## config.mk

```make
export PLATFORM = sky130hd
export DESIGN_NAME = isp_mode_ctrl
export DESIGN_NICKNAME = d
export VERILOG_FILES = /design/src/rtl/isp_cfg_pkg.sv /design/src/rtl/sw_debounce.sv /design/src/rtl/isp_mode_ctrl.sv
export SDC_FILE = /design/constraint.sdc
export NUM_CORES = 1
export LEC_CHECK = 0
export BUFFER_PORTS_ARGS = -buffer_cell sky130_fd_sc_hd__buf_2
export CAP_MARGIN = 20
export CORE_UTILIZATION = 35
export CTS_BUF_LIST = sky130_fd_sc_hd__clkbuf_4 sky130_fd_sc_hd__clkbuf_8
export DETAILED_ROUTE_END_ITERATION = 10
export GPL_ROUTABILITY_DRIVEN = 0
export SLEW_MARGIN = 30
export SYNTH_ARGS = -nofsm -noshare
export SYNTH_HDL_FRONTEND = slang
export SYNTH_HIERARCHICAL = 1
export SYNTH_SLANG_ARGS = --single-unit
export TNS_END_PERCENT = 50
```

## constraint.sdc

```tcl
create_clock -name CLK -period 2.7 [get_ports CLK]
set_clock_uncertainty 0.15 [all_clocks]
set_input_delay 0.675 -clock CLK [delete_from_list [all_inputs] [get_ports CLK]]
set_output_delay 0.675 -clock CLK [all_outputs]
set_load 0.02 [all_outputs]
```

## src/rtl/isp_cfg_pkg.sv

```systemverilog
// isp_cfg_pkg
//   Shared definitions for the ISP mode controller.
//   - demosaic select codes
//   - layout of the 6-bit configuration word {dm[1:0], gauss, awb, gammaEn, gammaSq}
//   - controller state encoding
//   - encodeCfg(): maps synchronised switches SW[9:4] onto a configuration word
package isp_cfg_pkg;

  localparam logic [1:0] DM_BIN = 2'd0;
  localparam logic [1:0] DM_HQL = 2'd1;
  localparam logic [1:0] DM_HAM = 2'd2;

  localparam int CFG_W     = 6;
  localparam int CFG_GSQ   = 0;
  localparam int CFG_GEN   = 1;
  localparam int CFG_AWB   = 2;
  localparam int CFG_GAUSS = 3;
  localparam int CFG_DM_LO = 4;
  localparam int CFG_DM_HI = 5;

  typedef enum logic [1:0] {
    S_IDLE  = 2'd0,
    S_PEND  = 2'd1,
    S_FLUSH = 2'd2
  } ctrlState_t;

  // swS is SW[9:4]: swS[5]=SW9, swS[4]=SW8, swS[3:0]=SW[7:4].
  // SW8 selects Hamilton regardless of SW9.
  function automatic logic [CFG_W-1:0] encodeCfg(input logic [5:0] swS);
    logic [1:0] dm;
    if (swS[4])      dm = DM_HAM;
    else if (swS[5]) dm = DM_HQL;
    else             dm = DM_BIN;
    return {dm, swS[3:0]};
  endfunction

endpackage

```

## src/rtl/sw_debounce.sv

```systemverilog
// sw_debounce
//   Two-flop synchroniser followed by a stability filter. The synchronised
//   value is exported so the parent can re-encode it before filtering; the
//   filter then runs on candIn, which lets a parent debounce a derived code
//   (two raw patterns that encode the same value do not restart the count).
//   Ports:
//     clk       - sampling clock
//     rstN      - synchronous active-low reset
//     rawIn     - asynchronous switch/key inputs
//     syncOut   - rawIn after two flops
//     candIn    - value to be filtered (usually a function of syncOut)
//     stableOut - candIn once it has held for DEB_CYCLES+1 consecutive samples
module sw_debounce #(
  parameter int W          = 6,
  parameter int DEB_CYCLES = 250000
) (
  input  logic         clk,
  input  logic         rstN,
  input  logic [W-1:0] rawIn,
  output logic [W-1:0] syncOut,
  input  logic [W-1:0] candIn,
  output logic [W-1:0] stableOut
);

  localparam int CW = (DEB_CYCLES > 1) ? $clog2(DEB_CYCLES) : 1;
  localparam logic [CW-1:0] CNT_LAST = CW'(DEB_CYCLES - 1);

  logic [W-1:0]  sync1;
  logic [W-1:0]  sync2;
  logic [W-1:0]  cand;
  logic [CW-1:0] cnt;

  always_ff @(posedge clk) begin
    if (!rstN) begin
      sync1     <= '0;
      sync2     <= '0;
      cand      <= '0;
      cnt       <= '0;
      stableOut <= '0;
    end else begin
      sync1 <= rawIn;
      sync2 <= sync1;
      if (candIn != cand) begin
        cand <= candIn;
        cnt  <= '0;
      end else if (cnt < CNT_LAST) begin
        cnt <= cnt + CW'(1);
      end else begin
        // Counter holds at CNT_LAST; stable keeps re-latching the same value.
        stableOut <= cand;
      end
    end
  end

  assign syncOut = sync2;

endmodule

```

## src/rtl/isp_mode_ctrl.sv

```systemverilog
// isp_mode_ctrl
//   Frame-synchronous configuration controller for the RAW-to-RGB chain.
//   Board switches are synchronised and debounced; a changed configuration
//   is only committed on the active vsync edge so a frame never sees mixed
//   settings, and output is muted for FLUSH_FRAMES frames after each commit.
//   Ports:
//     CLK        - VGA pixel clock
//     RST_N      - synchronous active-low reset
//     SW[9:0]    - raw switches; [9:8] demosaic, [7] gauss, [6] awb,
//                  [5] gamma enable, [4] gamma square; [3:0] unused
//     VGA_VS     - vsync in the CLK domain
//     oDM_SEL    - demosaic select (0 BIN, 1 HQL, 2 Hamilton)
//     oGAUSS_EN, oAWB_EN, oGAMMA_EN, oGAMMA_SQ - committed enables
//     oCFG_UPD   - one-cycle pulse on each commit
//     oAWB_CLR   - one-cycle pulse: AWB restarts its statistics
//     oMUTE      - downstream forces RGB to 0 while high
//     oBUSY      - controller not idle
//
//   state   | meaning
//   --------+-------------------------------------------------------------
//   S_IDLE  | active config matches debounced switches
//   S_PEND  | new debounced config waiting for the next vsync edge
//   S_FLUSH | config committed, output muted until fcnt frames have passed
module isp_mode_ctrl
  import isp_cfg_pkg::*;
#(
  parameter int DEB_CYCLES    = 250000,
  parameter int FLUSH_FRAMES  = 2,
  parameter int VS_ACTIVE_LOW = 1
) (
  input  logic       CLK,
  input  logic       RST_N,
  input  logic [9:0] SW,
  input  logic       VGA_VS,
  output logic [1:0] oDM_SEL,
  output logic       oGAUSS_EN,
  output logic       oAWB_EN,
  output logic       oGAMMA_EN,
  output logic       oGAMMA_SQ,
  output logic       oCFG_UPD,
  output logic       oAWB_CLR,
  output logic       oMUTE,
  output logic       oBUSY
);

  localparam logic VS_IDLE_LVL = (VS_ACTIVE_LOW != 0) ? 1'b1 : 1'b0;

  logic [5:0]       swS;
  logic [CFG_W-1:0] cfgRaw;
  logic [CFG_W-1:0] stable;
  logic [CFG_W-1:0] active;
  ctrlState_t       state;
  logic [3:0]       fcnt;
  logic             vsPrev;
  logic             vsEdge;
  logic             awbRise;
  logic             dmChange;
  logic             unusedSwLo;

  assign unusedSwLo = ^SW[3:0];

  sw_debounce #(
    .W          (CFG_W),
    .DEB_CYCLES (DEB_CYCLES)
  ) uDeb (
    .clk       (CLK),
    .rstN      (RST_N),
    .rawIn     (SW[9:4]),
    .syncOut   (swS),
    .candIn    (cfgRaw),
    .stableOut (stable)
  );

  assign cfgRaw = encodeCfg(swS);

  // vsPrev resets to the inactive level so leaving reset never looks like an edge.
  always_ff @(posedge CLK) begin
    if (!RST_N) vsPrev <= VS_IDLE_LVL;
    else        vsPrev <= VGA_VS;
  end

  assign vsEdge = (VS_ACTIVE_LOW != 0) ? (vsPrev & ~VGA_VS) : (~vsPrev & VGA_VS);

  assign awbRise  = ~active[CFG_AWB] & stable[CFG_AWB];
  assign dmChange = active[CFG_DM_HI:CFG_DM_LO] != stable[CFG_DM_HI:CFG_DM_LO];

  always_ff @(posedge CLK) begin
    if (!RST_N) begin
      state    <= S_IDLE;
      active   <= '0;
      fcnt     <= '0;
      oCFG_UPD <= 1'b0;
      oAWB_CLR <= 1'b0;
      oMUTE    <= 1'b0;
      oBUSY    <= 1'b0;
    end else begin
      oCFG_UPD <= 1'b0;
      oAWB_CLR <= 1'b0;
      case (state)
        S_IDLE: begin
          if (stable != active) begin
            state <= S_PEND;
            oBUSY <= 1'b1;
          end
        end
        S_PEND: begin
          if (stable == active) begin
            state <= S_IDLE;
            oBUSY <= 1'b0;
          end else if (vsEdge) begin
            active   <= stable;
            oCFG_UPD <= 1'b1;
            oAWB_CLR <= awbRise | dmChange;
            if (FLUSH_FRAMES > 0) begin
              fcnt  <= 4'(FLUSH_FRAMES);
              oMUTE <= 1'b1;
              state <= S_FLUSH;
            end else begin
              state <= S_IDLE;
              oBUSY <= 1'b0;
            end
          end
        end
        S_FLUSH: begin
          // Any stable change here waits: IDLE must be re-entered first, so
          // the edge that ends the flush can never also commit.
          if (vsEdge) begin
            fcnt <= fcnt - 4'd1;
            if (fcnt == 4'd1) begin
              oMUTE <= 1'b0;
              state <= S_IDLE;
              oBUSY <= 1'b0;
            end
          end
        end
        default: begin
          state <= S_IDLE;
          oMUTE <= 1'b0;
          oBUSY <= 1'b0;
        end
      endcase
    end
  end

  assign oDM_SEL   = active[CFG_DM_HI:CFG_DM_LO];
  assign oGAUSS_EN = active[CFG_GAUSS];
  assign oAWB_EN   = active[CFG_AWB];
  assign oGAMMA_EN = active[CFG_GEN];
  assign oGAMMA_SQ = active[CFG_GSQ];

endmodule

```

======== Word-level counts from Yosys, hierarchy flattened ========
Cells that the tools add are included.
operators by class
  add/subtract/negate cells ............... 2
  $lt $le $gt $ge ......................... 1
  equal/unequal tests ..................... 14
  muxes and demuxes ....................... 21
  bitwise operators ....................... 12
  reduce and logical (&&, ||, !) cells .... 11
operator list
  kind                                                                 count
  18-bit by 1-bit adder with 18-bit output (second input constant)     1
  18-bit less-than comparator (second input constant)                  1
  2-bit two-way mux                                                    6
  4-bit two-way mux                                                    3
  2-bit inequality test (second input constant)                        6
  6-bit inequality test                                                2
  4-bit AND reduction                                                  3
  1-bit inverter                                                       9
  1-bit two-way mux                                                    8
  4-bit case mux with 2 select lines                                   1
  6-bit == test                                                        1
  1-bit case mux with 3 select lines                                   2
  2-bit case mux with 3 select lines                                   1
  5-bit AND reduction                                                  1
  4-bit by 1-bit == test with 1-bit output (second input constant)     1
  4-bit OR reduction                                                   1
  4-bit by 1-bit subtractor with 4-bit output (second input constant)  1
  3-bit inequality test (second input constant)                        1
  3-bit AND reduction                                                  1
  3-bit OR reduction                                                   1
  1-bit AND                                                            2
  2-bit by 1-bit == test with 1-bit output (second input constant)     1
  2-bit == test (second input constant)                                1
  2-bit zero test                                                      1
  other kinds (5)                                                      5
word-level totals
  bits in registers ....................... 59
  output and inout port bits .............. 10
  logic and storage cells ................. 74

======== Logic depth before layout (Yosys ltp) ========
Gate-level depths: netlist of the first run.
  depth after elaboration ................. 5
  mapped depth ............................ 8
  gate-level depth less buffers ........... 6

======== Hierarchy ========
The synthesis of the first run kept the hierarchy.
by module, submodules not included
  module         instances  cells an instance  area each (µm²)  sequential area each (µm²)
  sw_debounce    1          188                1759.2           840.8
  isp_mode_ctrl  1          92                 834.6            340.3

======== Worst setup path before layout of the first run ========
OpenSTA, ideal clock, no wires.
  kind .................................... register to register
  from .................................... reg uDeb.cnt[13]
  to ...................................... reg uDeb.cnt[1]
  data arrival time ....................... 2059 ps
  data required time ...................... 2422 ps
  slack ................................... 363 ps
  cell stages (with the launch flop) ...... 9
  buffers on the path ..................... 3
  period minus slack after synthesis ...... 2337 ps
  path through ............................ dfxtp_1 > buf_2 > or4_4 > or4_4 > o22ai_4 > buf_6 > buf_6 > mux2i_1 > nor2_1
between the ends
  longest elaborated chain between the ends .. 1
ends and longest elaborated chain
  what                         RTL line           source
  start, declared              sw_debounce.sv:31  logic [CW-1:0] cnt;
  start signal, assigned       sw_debounce.sv:47  cnt <= cnt + CW'(1);
  18-bit less-than comparator  sw_debounce.sv:46  end else if (cnt < CNT_LAST) begin
Every way passes these cells.
A chain may end at the register's enable or synchronous reset.

======== Final worst setup path of the first run ========
  from .................................... reg uDeb.cnt[9]
  to ...................................... reg uDeb.cnt[16]
between the ends
  longest elaborated chain between the ends .. 1
  elaborated cells between the ends (all ways) .. 2
  classes of those cells .................. add/sub (1); order compare (1)
ends and longest elaborated chain
  what                                                                                     RTL line
  18-bit by 1-bit adder with 18-bit output or 18-bit less-than comparator (tied branches)  sw_debounce.sv:47, sw_debounce.sv:46
Several ways; a longest one is shown, not always the timed one.

==> qor.txt, run 1 <==
Synth top area cells: dfxtp_1 (46%), nand2_1 (4.9%), mux2i_1 (4.6%)
Top layer in use: met4
Hold crit path type: reg -> reg
Post-cts resize count: 0
Router iterations before antenna repair: 4
Remaining antenna violation count after routing: 0
Worst setup endpoint: uDeb/cnt[16]
Number of port buffers: 18
WP data required: 2810 ps
Number of global-route vias before repair: 1,749
Slew margin rel.: 59.54%
Slew @ Worst Pin: 606.8 ps
P per Cell Area: 603.6 mW/mm^2
Syn Nets: 297
Chip height: 88.09 um
Cells after Synth: 280
Worst R2R End: uDeb/cnt[16]
Cell variety after synth: 47
Die W: 88.09 um
Setup TNS Final: 0 ps
Htree depth: 3
Total power: 0.001806 W
Reg2Reg Depth: 6
# diodes: 0
Fin nets: 319
Routed WL per cell: 10.87 um
Share of layout cells above drive strength 1: 16.99%
WP data arrival: 2570 ps
Hold WS: 283.1 ps
Post-route DRC: 0
Post-synth EDFFs: 0
Metal2 WL: 1954 um
Slowest-stage cell, CP: or4_4
Final setup viols: 0
Maximum operating frequency: 406.7 MHz
Num CTS Buffers: 9
Min-delay src: uDeb/sync1[5]
Syn-to-layout area delta: 15.34%
Max_cap viols: 0
Post-DP HPWL: 3114 um
CTS sink count: 59
Post-Route Utilization: 41.47%
Area of the multi-input gates: 0.001310 mm^2
RSZ-0062 raised after global routing: false
GRT overflow: 0
Initial antenna violation count: 0
CTS Hold Bufs: 0
R2R setup slack: 240 ps
First-pass GRT wire length: 7569 um
Period utilization: 91.07%
Cell area after synthesis: 0.002594 mm^2
Skew-Pair Late Insertion Delay: 320 ps
Post-CTS Setup Repair Bufs: 0
Placeable Area: 0.007214 mm^2
Post-synth top flop: dfxtp_1
Seq/Total Area, Yosys: 45.54%
Initial Util: 35.95%
Yosys reg bits: 59
Critical Setup Path Class: reg -> reg
Global-route usage over all layers: 12.85%
Top cells by count, synth: dfxtp_1 (59), nand2_1 (34), and2_1 (19)
Crit-path max FO: 14
Avg Inst Size Synth: 9.263 um^2
Wl on met1: 2214 um
Drt via density: 4.716
Max Slew Vio Count: 0
Initial DRC Count: 71
Final Hold Fails: 0
Peak VDD IR: 0.3029 mV
IO Pins: 23
Critical Path Source: uDeb/cnt[9]
Most frequent cell after synthesis: dfxtp_1
CP Capture Type: flip-flop
CTS Root Cell: clkbuf_8
TritonCTS clock tree: built
Clock tree buffer depth: 2
Min cycle time layout: 2459 ps
Critical R2R Launch: uDeb/cnt[9]
Outcome: finished, final reports clean
Routed WL: 4402 um
Post-synth top area share: 45.54%
Crit path largest cell delay: 560 ps
Asr flop ratio synth: 0%
Row count: 31
Worst Setup Start Kind: flip-flop
Reg clk slew, reported paths: 70 ps
FF+latch area: 0.001181 mm^2
CP Cell Sequence: or4_4 -> o32ai_2 -> o22ai_4 -> buf_4 -> or4b_1 -> a21oi_1
Met3 WL post-DR: 149 um
Via count: 1,910
Syn. warnings: 6
Largest net degree at the start of global routing: 31
Pleak: 1.131 nW
Layout filler cell count: 731
Die ar.: 0.007759 mm^2
Synth area leader: dfxtp_1
-- final cells by class --
class | instances | area share (%)
multi-input combinational | 201 | 43.79
clock buffer | 10 | 4.601
inverter | 7 | 0.8783
timing repair buffer | 24 | 4.517
tap | 99 | 4.141
clock inverter | 5 | 2.593
sequential | 59 | 39.48
-- kinds of logic (layout without fill, tap and decap cells) --
kind of cell / Yosys count / count (layout) / share of synthesized area (%)
XOR/XNOR: 17 / 17 / 6.609
AO/OA/AOI/OAI: 49 / 49 / 12.11
AND/OR/NAND/NOR: 119 / 119 / 25.23
adder cells (fa/ha/maj): 4 / 4 / 1.930
flip-flops: 59 / 59 / 45.54
multiplexers: 12 / 12 / 4.631
buffers and inverters: 20 / 46 / 3.956
-- where the power goes --
| part | internal [W] | switching, W | total, W |
|---|---|---|---|
| clock | 0.000536 | 0.000328 | 0.000864 |
| sequential | 0.000884 | 0.00000683 | 0.000891 |
| combinational | 0.0000218 | 0.0000288 | 0.0000506 |
| total | 0.00144 | 0.000364 | 0.00181 |
-- cell usage in the layout, fill, tap and decap left out, types with 2 or more instances in the layout --
master	n
a21oi_1	17
a31oi_1	3
and2_1	19
and3_1	8
and3_2	2
and4_1	4
buf_2	18
buf_4	6
bufinv_16	2
clkbuf_8	10
clkinv_2	2
dfxtp_1	59
ha_1	4
inv_1	7
mux2i_1	12
nand2_1	34
nand2b_1	2
nand3_1	9
nand4_1	4
nor2_1	13
nor2b_1	2
nor3_1	2
o211ai_1	2
o21ai_0	14
o31ai_1	2
or3_1	11
or4_4	2
xnor2_1	6
xnor2_2	3
xor2_1	8
-- metrics by stage --
step	instances	instance area, um^2	setup slack (ps)
6_report	405	2992	241.1
5_1_grt	405	2992	110.1
4_1_cts	405	2992	235.9
3_5_place_dp	390	2776	240.1
3_3_place_gp	390	2776	256.4
2_1_floorplan	280	2594	363.2
-- registers in the layout (all words and copies together), names as in the netlist --
name            count
uDeb/sync1          6
uDeb/cand           6
oBUSY               1
state               2
active              6
fcnt                4
oAWB_CLR            1
oMUTE               1
uDeb/syncOut        6
uDeb/stableOut      6
oCFG_UPD            1
uDeb/cnt           18
vsPrev              1
-- how the worst min path moves through the flow --
stage | endpoint | slack (ps) | depth (start not counted)
6_report | uDeb/syncOut[5] | 280 | 1
4_1_cts | uDeb/syncOut[2] | 280 | 1
2_1_floorplan | uDeb/syncOut[0] | 260 | 1
3_3_place_gp | uDeb/syncOut[4] | 270 | 1
5_1_grt | uDeb/syncOut[2] | 290 | 1
3_5_place_dp | uDeb/syncOut[5] | 270 | 1
-- worst max-delay path, delay by kind of cell, from the launching register on --
kind | cells | cell delay [ps]
AND/OR/NAND/NOR | 2 | 1060
flip-flops | 1 | 330
AO/OA/AOI/OAI | 3 | 670
buffers and inverters | 1 | 190
-- routing by layer --
layer	vias to the layer above	global-route usage, %
met4	0	6.598
met3	6	4.241
li1	1024	-
met5	-	0
met1	854	15.29
met2	26	20.72
Power figures use the tool's default switching activity.
==> run 2, diff against run 1 <==
--- a/config.mk
+++ b/config.mk
@@ -5,12 +5,14 @@
 export SDC_FILE = /design/constraint.sdc
 export NUM_CORES = 1
 export LEC_CHECK = 0
+export ABC_AREA = 1
 export BUFFER_PORTS_ARGS = -buffer_cell sky130_fd_sc_hd__buf_2
 export CAP_MARGIN = 20
 export CORE_UTILIZATION = 35
 export CTS_BUF_LIST = sky130_fd_sc_hd__clkbuf_4 sky130_fd_sc_hd__clkbuf_8
 export DETAILED_ROUTE_END_ITERATION = 10
 export GPL_ROUTABILITY_DRIVEN = 0
+export SETUP_SLACK_MARGIN = 0.02
 export SLEW_MARGIN = 30
 export SYNTH_ARGS = -nofsm -noshare
 export SYNTH_HDL_FRONTEND = slang
==> run 2 against run 1 <==
Clock power is 6.1% lower. Critical path depth is 1 higher. Area after synthesis up 10%. Final cell count grew 32%. Flip-flop and latch count stayed put. First-iteration DRC count increased by 15%. Final area is 8.2% higher. Setup slack better by 570 ps. Non-clock buffer count shrank 5. Clock-buffer cell count decreased by 1. Critical endpoint is now uDeb/cnt[14].
==> qor.txt, run 2 <==
Syn-to-layout area delta: 13.17%
Place WS: 797.8 ps
TritonCTS clock tree: built
Crit path largest cell delay: 440 ps
Asr flop ratio synth: 0%
Slew @ Worst Pin: 502.0 ps
Initial DRC Count: 82
CP Capture Type: flip-flop
Inst Count DP: 518
Worst Setup Start Kind: flip-flop
Worst R2R End: uDeb/cnt[14]
Reg2Reg Depth: 7
Seq/Total Area, Yosys: 41.29%
Maximum operating frequency: 528.7 MHz
Htree depth: 3
Final setup viols: 0
CTS Root Cell: clkbuf_8
Clock tree buffer depth: 2
Die ar.: 0.008538 mm^2
Number of global-route vias before repair: 2,116
Syn Nets: 421
Synth Area in Compound Gates: 7.305%
WP data required: 2770 ps
Post-synth top flop: dfxtp_1
Largest net degree at the start of global routing: 26
Reg clk slew, reported paths: 70 ps
Fin nets: 444
Routed WL: 5475 um
Router iterations before antenna repair: 4
Post-Layout Cell Count: 534
Top cells by count, synth: nand2_1 (112), dfxtp_1 (59), inv_1 (53)
IO Pins: 23
Avg Inst Size Synth: 7.080 um^2
CTS sink count: 59
Post-CTS Setup Repair Bufs: 0
Crit-path max FO: 6
Min cycle time layout: 1892 ps
Via count: 2,372
Outcome: finished, final reports clean
Skew-Pair Late Insertion Delay: 340 ps
Max_cap viols: 0
Num CTS Buffers: 9
GRT overflow: 0
Initial Util: 36.63%
Synth top area cells: dfxtp_1 (41%), nand2_1 (15%), inv_1 (7.0%)
Post-DP HPWL: 3767 um
WP depth: 7
Synth area leader: dfxtp_1
Die W: 92.40 um
Peak VDD IR: 0.3012 mV
Cells after Synth: 404
Max Slew Vio Count: 0
CP Cell Sequence: ha_1 -> inv_1 -> nor3_1 -> nand3_1 -> xor2_1 -> nor2_1 -> nor2_1
Post-synthesis mux area share: 0%
Row count: 32
Slew margin rel.: 66.41%
First-pass GRT wire length: 9660 um
Hold worst-path end: uDeb/syncOut[5]
Hold Path Stages: 2
Post-cts resize count: 0
Share of layout cells above drive strength 1: 15.51%
Critical Setup Path Class: reg -> reg
Hold WS: 262.0 ps
Min-delay src: uDeb/sync1[5]
R2R setup slack: 810 ps
Synth Area in Simple Gates: 34.78%
Post-synth EDFFs: 0
Initial antenna violation count: 0
Post-Route Utilization: 41.46%
# diodes: 0
Hold crit path type: reg -> reg
Chip height: 92.40 um
P per Cell Area: 544.8 mW/mm^2
Cell mode on critical path: nor2_1
Most frequent cells in the layout: nand2_1 (112), dfxtp_1 (59), inv_1 (53)
Period utilization: 70.06%
Most common cell after layout, fill and taps aside: nand2_1
Critical path buffer and inverter count: 1
Largest delay contributor family on the critical path: simple AND/OR/NAND/NOR gates
Post-synth top area share: 41.29%
XOR/XNOR share of the synthesized area: 4.899%
Largest reg by FF count: uDeb/cnt
Setup TNS Final: 0 ps
Routed WL per cell: 10.25 um
Final Hold Fails: 0
Most frequent cell after synthesis: nand2_1
Slowest-stage cell, CP: dfxtp_1
CTS Hold Bufs: 0
Cell variety after synth: 30
Number of port buffers: 18
Main combinational cell family by area after synthesis: simple AND/OR/NAND/NOR gates
Max FFs per register: 18
Placeable Area: 0.007807 mm^2
WP data arrival: 1960 ps
Pleak: 1.481 nW
Critical R2R Launch: uDeb/cnt[0]
Post-route DRC: 0
Layout filler cell count: 825
Post-Synth Adder-Cell Area: 1.750%
Syn. warnings: 6
Yosys reg bits: 59
Global-route usage over all layers: 14.35%
RSZ-0062 raised after global routing: false
Final Worst Setup Slack: 808.5 ps
Cell area after synthesis: 0.002860 mm^2
Drt via density: 4.442
Remaining antenna violation count after routing: 0
[run 2: cell types whose count changed in the layout (fill, tap and decap cells not counted), sizes merged, moves of 12 or more]
| cell | change |
|---|---|
| nor2 | +36 |
| a21oi | +12 |
| mux2i | -12 |
| nand3 | +18 |
| inv | +54 |
| nand2 | +88 |
| and2 | -19 |
[run 2: how the worst max path moves through the flow]
stage                     slack [ps]           end   startpoint
after floorplan                 1030     active[2]    active[2]
after global placement           830       fcnt[2]       VGA_VS
after detailed placement         800       fcnt[2]       VGA_VS
after CTS                        840  uDeb/cnt[14]  uDeb/cnt[0]
after global routing             670   uDeb/cnt[3]  uDeb/cnt[9]
final                            810  uDeb/cnt[14]  uDeb/cnt[0]
[run 2: report_power, final]
part / internal [W] / total (W) / leakage, nW / switching, W
clock: 0.000432 / 0.000811 / 0.0998 / 0.000379
sequential: 0.000884 / 0.000892 / 0.479 / 0.00000803
combinational: 0.0000192 / 0.0000613 / 0.903 / 0.0000421
[run 2: routing by layer]
metal | vias to the layer above | share of wire, % | GRT usage [%]
li1 | 1306 | - | -
met1 | 1018 | 51 | 18.69
met2 | 44 | 43 | 22.04
met3 | 4 | 4.8 | 4.269
met4 | 0 | 0.93 | 5.859
met5 | - | 0 | 0
[run 2: logic make-up (layout without fill, tap and decap cells)]
| kind of cell | after synthesis | after routing |
|---|---|---|
| flip-flops | 59 | 59 |
| XOR/XNOR | 16 | 16 |
| adder cells (fa/ha/maj) | 4 | 4 |
| AND/OR/NAND/NOR | 217 | 217 |
| AO/OA/AOI/OAI | 39 | 39 |
| buffers and inverters | 69 | 97 |
[run 2: cell type report]
type                       count  area (um^2)  share of cell area [%]
clock inverter                 7        77.57                   2.397
inverter                      62        235.2                   7.267
multi-input combinational    276         1394                   43.06
tap                          102        127.6                   3.943
timing repair buffer          19        97.59                   3.015
clock buffer                   9        123.9                   3.827
sequential                    59         1181                   36.49
[run 2: stage by stage]
step / area (um^2) / power (W)
floorplan: 2860 / 0.0009542
global placement: 3035 / 0.0009716
detailed placement: 3035 / 0.0009732
CTS: 3237 / 0.001800
global route: 3237 / 0.001854
finish: 3237 / 0.001764
[run 2: worst reg2reg max path, stage by stage, from the launching register on]
cell	delay, ps
dfxtp_1	440
ha_1	260
inv_1	90
nor3_1	350
nand3_1	170
xor2_1	170
nor2_1	90
nor2_1	50
==> run 3, diff against run 2 <==
==> constraint.sdc (replaced) <==
create_clock -name CLK -period 1.7 [get_ports CLK]
set_clock_uncertainty 0.15 [all_clocks]
set_input_delay 0.425 -clock CLK [delete_from_list [all_inputs] [get_ports CLK]]
set_output_delay 0.425 -clock CLK [all_outputs]
set_load 0.02 [all_outputs]
==> run 3 against run 2 <==
First-iteration DRC count is 26% higher. Setup slack lost 730 ps. Core utilization rose by 5.1 points. Register-to-register slack lost 730 ps. Routed wire length is 12% higher. Hold slack got worse by 150 ps. Sequential power up 59%.
==> qor.txt, run 3 (synthesis gave the netlist of run 2 again) <==
CTS Hold Bufs: 0
FF+latch area: 0.001186 mm^2
Largest reg by FF count: uDeb/cnt
Final setup viols: 0
Max FFs per register: 18
RSZ-0062 raised after global routing: true
Remaining antenna violation count after routing: 0
Pleak: 1.701 nW
Router iterations before antenna repair: 4
Crit-path max FO: 6
Share of layout cells above drive strength 1: 27.04%
Post-route DRC: 0
Via count: 2,548
Peak VDD IR: 0.3716 mV
GRT overflow: 0
Maximum operating frequency: 615.7 MHz
Initial Util: 36.63%
Slew @ Worst Pin: 373.1 ps
Post-DP HPWL: 4251 um
Min cycle time layout: 1624 ps
WP data arrival: 1710 ps
Reg clk slew, reported paths: 70 ps
Critical Setup Path Class: reg -> reg
Number of global-route vias before repair: 2,308
Die W: 92.40 um
First-pass GRT wire length: 10,080 um
CP Cell Sequence: nor2_2 -> nand3_2 -> nor2_4 -> nand3_4 -> nand3_4 -> buf_12 -> nor2_4 -> nor2_2 -> nor2_1
Area after DPL: 0.003271 mm^2
Number of port buffers: 18
Slew margin rel.: 74.99%
# diodes: 0
Max_cap viols: 0
Outcome: finished, final reports clean
Crit path largest cell delay: 350 ps
Max Slew Vio Count: 0
Syn-to-layout area delta: 27.21%
Area of the multi-input gates: 0.001493 mm^2
Hold Path Stages: 3
CP Capture Type: flip-flop
Placeable Area: 0.007807 mm^2
Slowest-stage cell, CP: dfxtp_2
Num CTS Buffers: 9
Chip height: 92.40 um
Hold WS: 112.8 ps
IO Pins: 23
WP data required: 1790 ps
Most frequent cells in the layout: nand2_1 (109), dfxtp_1 (55), inv_1 (50)
CTS Root Cell: clkbuf_8
Drt via density: 4.486
Hold crit path type: in -> reg
Clock tree buffer depth: 2
Final Hold Fails: 0
WP depth: 9
Most common cell after layout, fill and taps aside: nand2_1
Worst Setup Start Kind: flip-flop
Row count: 32
Routed WL: 6146 um
TritonCTS clock tree: built
Fin nets: 479
CTS sink count: 59
Critical path buffer and inverter count: 1
Initial DRC Count: 103
Initial antenna violation count: 0
Largest delay contributor family on the critical path: simple AND/OR/NAND/NOR gates
Routed WL per cell: 10.82 um
P per Cell Area: 819.1 mW/mm^2
Largest net degree at the start of global routing: 25
Reg2Reg Depth: 9
Layout filler cell count: 766
Finished Cell Area: 0.003638 mm^2
Die ar.: 0.008538 mm^2
Skew-Pair Late Insertion Delay: 340 ps
Global-route usage over all layers: 14.89%
Period utilization: 95.54%
Htree depth: 3
## run 3: cell types whose count changed in the layout (fill, tap and decap cells not counted), moves of 4 or more
cell     previous run  this run
buf_4               1        32
a21oi_1            27        23
dfxtp_1            59        55
a21oi_2             2         6
dfxtp_2             0         4
nor2_2              2         7
nor2_1             44        37
## run 3: timing repair
action | in CTS | in global routing
resized for setup | 2 | 30
setup buffers | 0 | 6
cloned | 0 | 1
setup endpoints to repair | 5 | 38
pin swaps | 0 | 16
## run 3: cell type report
cell class	instances	area share, %
multi-input combinational	277	41.02
sequential	59	32.60
timing repair buffer	53	10.49
inverter	62	6.465
clock buffer	10	3.783
tap	102	3.508
clock inverter	5	2.132
## run 3: worst paths after layout
check / slack, ps / from / endpoint
max: 80 / uDeb/cnt[11] / uDeb/cnt[17]
max reg2reg: 80 / uDeb/cnt[11] / uDeb/cnt[17]
min reg2reg: 260 / uDeb/sync1[1] / uDeb/syncOut[1]
min: 110 / SW[4] / uDeb/sync1[0]
## run 3: per-stage QoR
| step | total power, W | setup WS (ps) | util, % | cells | setup TNS, ps |
|---|---|---|---|---|---|
| floorplan | 0.001515 | 29.18 | - | 404 | 0 |
| global placement | 0.001564 | 25.22 | 41.89 | 546 | 0 |
| detailed placement | 0.001566 | 10.62 | 41.89 | 546 | 0 |
| CTS | 0.002996 | 14.77 | 44.76 | 561 | 0 |
| global route | 0.003090 | -40.16 | 46.60 | 568 | -222.4 |
| finish | 0.002980 | 75.76 | 46.60 | 568 | 0 |
## run 3: metal layers
| layer | vias up | GRT usage [%] | part of all wire [%] |
|---|---|---|---|
| li1 | 1378 | - | - |
| met3 | 8 | 3.530 | 3.8 |
| met5 | - | 0 | 0 |
| met2 | 49 | 22.78 | 45 |
| met1 | 1113 | 19.22 | 50 |
| met4 | 0 | 8.073 | 1.8 |
## run 3: worst reg2reg max path, cell delays in order (launching register included)
cell,delay [ps]
dfxtp_2,350
nor2_2,120
nand3_2,90
nor2_4,210
nand3_4,130
nand3_4,180
buf_12,150
nor2_4,30
nor2_2,90
nor2_1,40
## run 3: where the power goes
part	internal [W]	switching, W	leakage (nW)
Clock	0.000852	0.000572	0.108
Sequential	0.00140	0.0000117	0.481
Combinational	0.0000601	0.0000811	1.11
Total	0.00232	0.000665	1.70
